<file path="src/rtl/sdram_arbiter.sv">
// sdram_arbiter: two-port arbiter serialising CPU (port 0) and video/DMA (port 1) accesses onto the SDRAM controller.
// Define SDRAM_ARB_RR_EN for round-robin tie-breaking; otherwise port 0 always wins ties.
module sdram_arbiter #(
  parameter int TIMEOUT_W = 10
) (
  input  logic        CLOCK_100_del_3ns,
  input  logic        rst,
  input  logic [23:0] p0_addr,
  input  logic [23:0] p1_addr,
  input  logic        p0_rd,
  input  logic        p1_rd,
  input  logic        p0_wr,
  input  logic        p1_wr,
  input  logic [31:0] p0_wdata,
  input  logic [31:0] p1_wdata,
  output logic [31:0] p0_rdata,
  output logic [31:0] p1_rdata,
  output logic        p0_ack,
  output logic        p1_ack,
  output logic        p0_err,
  output logic        p1_err,
  output logic [23:0] mem_address,
  output logic        mem_req_read,
  output logic        mem_req_write,
  output logic [31:0] mem_data_in,
  input  logic [31:0] mem_data_out,
  input  logic        mem_data_valid,
  input  logic        mem_write_complete,
  output logic        busy
);
  typedef enum logic [1:0] {IDLE, ISSUE, WAIT, RELEASE} state_t;
  localparam logic [TIMEOUT_W-1:0] WD_ONE  = {{(TIMEOUT_W-1){1'b0}}, 1'b1};
  localparam logic [TIMEOUT_W-1:0] WD_FIRE = {{(TIMEOUT_W-1){1'b1}}, 1'b0};
  state_t               state_q, state_d;
  logic                 gnt_q, gnt_d, op_q, op_d, done_q;
  logic [23:0]          addr_q, addr_d;
  logic [31:0]          wdata_q, wdata_d, rdata0_q, rdata0_d, rdata1_q, rdata1_d;
  logic                 ack0_q, ack0_d, ack1_q, ack1_d, err0_q, err0_d, err1_q, err1_d;
  logic [TIMEOUT_W-1:0] wd_q, wd_d;
  logic                 req0, req1, sel, launch, fin;
  assign req0   = p0_rd | p0_wr;
  assign req1   = p1_rd | p1_wr;
  assign launch = state_q == IDLE && (req0 | req1);
  assign fin    = state_q == WAIT && (done_q || wd_q == WD_FIRE);
`ifdef SDRAM_ARB_RR_EN
  logic ptr_q;
  assign sel = (req0 & req1) ? ptr_q : req1;
  always_ff @(posedge CLOCK_100_del_3ns) ptr_q <= rst ? 1'b0 : fin ? ~gnt_q : ptr_q;
`else
  assign sel = ~req0;
`endif
  always_ff @(posedge CLOCK_100_del_3ns) begin
    if (rst) begin
      state_q  <= IDLE;
      gnt_q    <= 1'b0;
      op_q     <= 1'b0;
      done_q   <= 1'b0;
      addr_q   <= '0;
      wdata_q  <= '0;
      rdata0_q <= '0;
      rdata1_q <= '0;
      ack0_q   <= 1'b0;
      ack1_q   <= 1'b0;
      err0_q   <= 1'b0;
      err1_q   <= 1'b0;
      wd_q     <= '0;
    end else begin
      state_q  <= state_d;
      gnt_q    <= gnt_d;
      op_q     <= op_d;
      done_q   <= op_q ? mem_data_valid : mem_write_complete;
      addr_q   <= addr_d;
      wdata_q  <= wdata_d;
      rdata0_q <= rdata0_d;
      rdata1_q <= rdata1_d;
      ack0_q   <= ack0_d;
      ack1_q   <= ack1_d;
      err0_q   <= err0_d;
      err1_q   <= err1_d;
      wd_q     <= wd_d;
    end
  end
  // RELEASE holds until the registered completion flag drops so a lingering level never completes the next access
  always_comb begin
    state_d = state_q == IDLE  ? (launch ? ISSUE : IDLE) :
              state_q == ISSUE ? WAIT :
              state_q == WAIT  ? (fin ? RELEASE : WAIT) :
                                 (done_q ? RELEASE : IDLE);
  end
  always_comb begin
    gnt_d    = launch ? sel : gnt_q;
    op_d     = launch ? (sel ? p1_rd : p0_rd) : op_q;
    addr_d   = launch ? (sel ? p1_addr : p0_addr) : addr_q;
    wdata_d  = launch ? (sel ? p1_wdata : p0_wdata) : wdata_q;
    wd_d     = state_q == WAIT ? wd_q + WD_ONE : '0;
    ack0_d   = fin & ~gnt_q;
    ack1_d   = fin & gnt_q;
    err0_d   = fin & ~done_q & ~gnt_q;
    err1_d   = fin & ~done_q & gnt_q;
    rdata0_d = (fin & done_q & op_q & ~gnt_q) ? mem_data_out : rdata0_q;
    rdata1_d = (fin & done_q & op_q & gnt_q) ? mem_data_out : rdata1_q;
    mem_req_read  = state_q == ISSUE && op_q;
    mem_req_write = state_q == ISSUE && !op_q;
    busy          = state_q != IDLE;
  end
  assign mem_address = addr_q;
  assign mem_data_in = wdata_q;
  assign p0_rdata    = rdata0_q;
  assign p1_rdata    = rdata1_q;
  assign p0_ack      = ack0_q;
  assign p1_ack      = ack1_q;
  assign p0_err      = err0_q;
  assign p1_err      = err1_q;
endmodule

</file>
<file path="config.mk">
export PLATFORM = sky130hd
export DESIGN_NAME = sdram_arbiter
export DESIGN_NICKNAME = d
export VERILOG_FILES = /design/src/rtl/sdram_arbiter.sv
export SDC_FILE = /design/constraint.sdc
export NUM_CORES = 1
export LEC_CHECK = 0
export ABC_AREA = 0
export ABC_CLOCK_PERIOD_IN_PS = 1900
export CORE_ASPECT_RATIO = 1.4
export CORE_MARGIN = 8
export CORE_UTILIZATION = 41
export DETAILED_ROUTE_END_ITERATION = 8
export GPL_TIMING_DRIVEN = 0
export PLACE_DENSITY = 0.83
export SYNTH_ARGS = -nofsm -noshare
export SYNTH_HDL_FRONTEND = slang
export SYNTH_SLANG_ARGS = --single-unit
</file>
<file path="constraint.sdc">
create_clock -name CLOCK_100_del_3ns -period 1.9 [get_ports CLOCK_100_del_3ns]
set_clock_uncertainty 0.15 [all_clocks]
set_input_delay 0.19 -clock CLOCK_100_del_3ns [delete_from_list [all_inputs] [get_ports CLOCK_100_del_3ns]]
set_output_delay 0.19 -clock CLOCK_100_del_3ns [all_outputs]
set_load 0.02 [all_outputs]
</file>
==> metrics.cfg <==
[clock_tree]
h-tree-depth = 4
cts_tree = yes
cts.path.max_buffers = 2
clock_latency_ns = 0.41
ctsRootBufferMaster = clkbuf_16
cts_buffers = 17
clkTransAtPathRegs_ns = 0.06
cts.sinks = 139

[synthesis]
ys_seq_elements = 139
syn-num-nets = 860
synthArstFlopShare = 0
yosys.area.top_type = dfxtp_1
synth_area_per_cell_sq_um = 8.44
synth_cells = 706
yosysWarnings = 0
synth_cell_type_count = 34
synth_most_common_cell = dfxtp_1
synth_edf_count = 0
synthTopCellsByCount = dfxtp_1, a21oi_1, o21ai_0, clkbuf_1, nand3_1
synth_top_area_share = 0.467
syn_area_sq_um = 5960
synthFlopType = dfxtp_1
ys_seq_area_frac = 0.467
synth_area_leaders = dfxtp_1, a21oi_1, o21ai_0

[cells_and_area]
final_nets = 1157
insertedDiodeCount = 0
drive_above_1_share = 0.0925
area_growth_pct = 61.2
n_fill_cell = 1176
final_core_util = 0.671
final_area_sq_um = 9600

[routing]
drt-total-wl_microns = 22500
post-route-drc-count = 0
ant_nets = 0
drtIter0Drc = 409
firstDrtPassIters = 7
avgViaCountPerCell = 5.45
via_count = 6573
wl_per_cell_microns = 18.7

[critical_path]
r2r_setup_slack_ns = 0.17
rr_worst_depth = 5
path_class = in -> reg
startpoint_type = input pin
crit_path_cell_trace = clkdlybuf4s50_1, or4_1, clkbuf_1, buf_2, clkbuf_2, a21oi_1, a311oi_2
critPathTopFamily = buffers and inverters
cp_num_buf_inv = 4
reg2reg_to = p1_rdata[26]$_SDFFE_PP0P_
endpoint_kind = register
cp_max_fo = 10
crit_arrival_ns = 1.94
cp_slowest_stage_delay_ns = 0.45
timing.rr.start = gnt_q$_SDFFE_PP0P_
worstPathRequired_ns = 2.02
slowest_stage = clkdlybuf4s50_1

[floorplanning]
die-area_sq_um = 18700
chipHeight_microns = 159
placementRows = 52
pin_count = 279
core_area_sq_um = 14300
die_w_microns = 118
initial_core_util = 0.416

[sta]
min_period_ns = 1.82
tightest_slew_ns = 0.727
rsz0062_at_grt = no
max_freq_ghz = 0.549
slew_headroom = 0.515
setup_viol = 0
min_period_over_period = 0.959
hold_violations = 0
drv_slew = 0

[outcome]
status = finished, final reports clean

[placement]
place_hpwl_microns = 17800
dpl_cell_area_sq_um = 8970
place_congestion = 0.863
portBuffers = 277

[global_route]
track_usage = 0.237
gr-total-overflow = 0
grt_pass1_wl_microns = 35500
grt_pass1_vias = 6698
grt_max_degree = 17
antenna_found_initial = 0

[run]
max_cap_viol_count = 0

[hold_path]
hold_depth = 3
min-delay-start = p1_wdata[17]
hold_class = in -> reg
min_to = mem_data_in[17]$_SDFFE_PP0P_

[power_and_ir_drop]
p_leak_nw = 3.23
power.total_mw = 8.56
ir_worst_vdd_uv = 531
pwr_density_cell_nw_per_um2 = 892

==> kinds of logic (layout without fill, tap and decap cells) <==
group,count (synthesis),in the layout,synth area share
compound gates,313,313,0.333
simple gates,162,162,0.130
flops,139,139,0.467
buf+inv,86,396,0.0601
xor+xnor,3,3,0.00441
fa+ha+maj,2,2,0.00420
mux,1,1,0.00168
==> power breakdown <==
group / switching (mW) / total [mW] / internal [mW]
logic: 1.07 / 2.03 / 0.951
registers: 0.130 / 3.26 / 3.13
clock network: 1.31 / 3.28 / 1.97
==> worst max-delay path by stage <==
stage | from | to | slack, ns | depth (start not counted)
after CTS | state_q[1]$_SDFF_PP0_ | busy | -0.23 | 5
after global routing | state_q[1]$_SDFF_PP0_ | mem_req_write | 0.002 | 3
final | p1_rd | mem_address[20]$_SDFFE_PP0P_ | 0.08 | 7
after floorplan | p0_wr | mem_address[10]$_SDFFE_PP0P_ | 0.18 | 6
after global placement | p0_wr | mem_address[9]$_SDFFE_PP0P_ | -0.62 | 7
after detailed placement | p0_wr | mem_address[7]$_SDFFE_PP0P_ | -0.64 | 7
==> worst register-to-register path, delay by kind of cell, from the launching register on <==
| family | cells | cell delay (ns) |
|---|---|---|
| AO/OA/AOI/OAI | 2 | 0.36 |
| buffers and inverters | 3 | 0.79 |
| flip-flops | 1 | 0.36 |
==> layout by cell type, fill, tap and decap left out, types with 3 or more instances in the layout <==
cell / count
clkinvlp_4: 3
inv_1: 6
clkinv_2: 4
nand2_1: 61
dfxtp_1: 138
a211oi_1: 3
nor2_1: 8
buf_4: 3
a21oi_1: 126
clkdlybuf4s50_1: 272
clkbuf_1: 55
clkbuf_2: 12
clkbuf_16: 17
clkinv_4: 4
nor3_1: 3
o21ai_0: 122
nand4_1: 3
nand3_1: 69
a311oi_2: 30
buf_6: 5
buf_2: 6
or4_1: 3
a311oi_1: 26
==> metrics by stage <==
stage          setup TNS [ns]  instances  hold slack (ns)  setup WS (ns)
6_report                    0       1205            0.196         0.0774
5_1_grt                     0       1205            0.203        0.00207
3_5_place_dp           -28.21       1172            0.317         -0.642
4_1_cts                -0.404       1204            0.186         -0.227
2_1_floorplan               0        706            0.184          0.184
3_3_place_gp           -27.14       1172            0.311         -0.619
==> flip-flops by register name (all words and copies together) (netlist names) <==
| signal | count |
|---|---|
| done_q | 1 |
| gnt_q | 1 |
| mem_address | 24 |
| mem_data_in | 32 |
| op_q | 1 |
| p0_ack | 1 |
| p0_err | 1 |
| p0_rdata | 32 |
| p1_ack | 1 |
| p1_err | 1 |
| p1_rdata | 32 |
| state_q | 2 |
| wd_q | 10 |
==> per-layer routing <==
metal / wire [microns] / global-route usage / up-vias
met5: 0 / 0 / -
met4: 592 / 0.0967 / 0
met3: 2230 / 0.101 / 40
met2: 11800 / 0.433 / 287
met1: 7890 / 0.232 / 3051
li1: - / - / 3195
==> area by class of cell <==
type | count | area, sq um | share of cell area
Clock buffer | 18 | 439 | 0.0457
Clock inverter | 14 | 146 | 0.0152
Multi-Input combinational cell | 481 | 2830 | 0.295
Timing Repair Buffer | 280 | 2790 | 0.290
Sequential cell | 139 | 2780 | 0.290
Buffer | 78 | 355 | 0.0370
Inverter | 6 | 22.5 | 0.00235
Tap cell | 189 | 236 | 0.0246
==> timing repair <==
item                                    4_1_cts  5_1_grt
gates resized for setup                      18       20
endpoints found under the setup margin       78       67
setup buffers                                 0        3
pin swaps                                     0        1
hold endpoints to repair                      0        0
hold buffers                                  0        0
No activity file was read; power rests on OpenSTA's default activity.
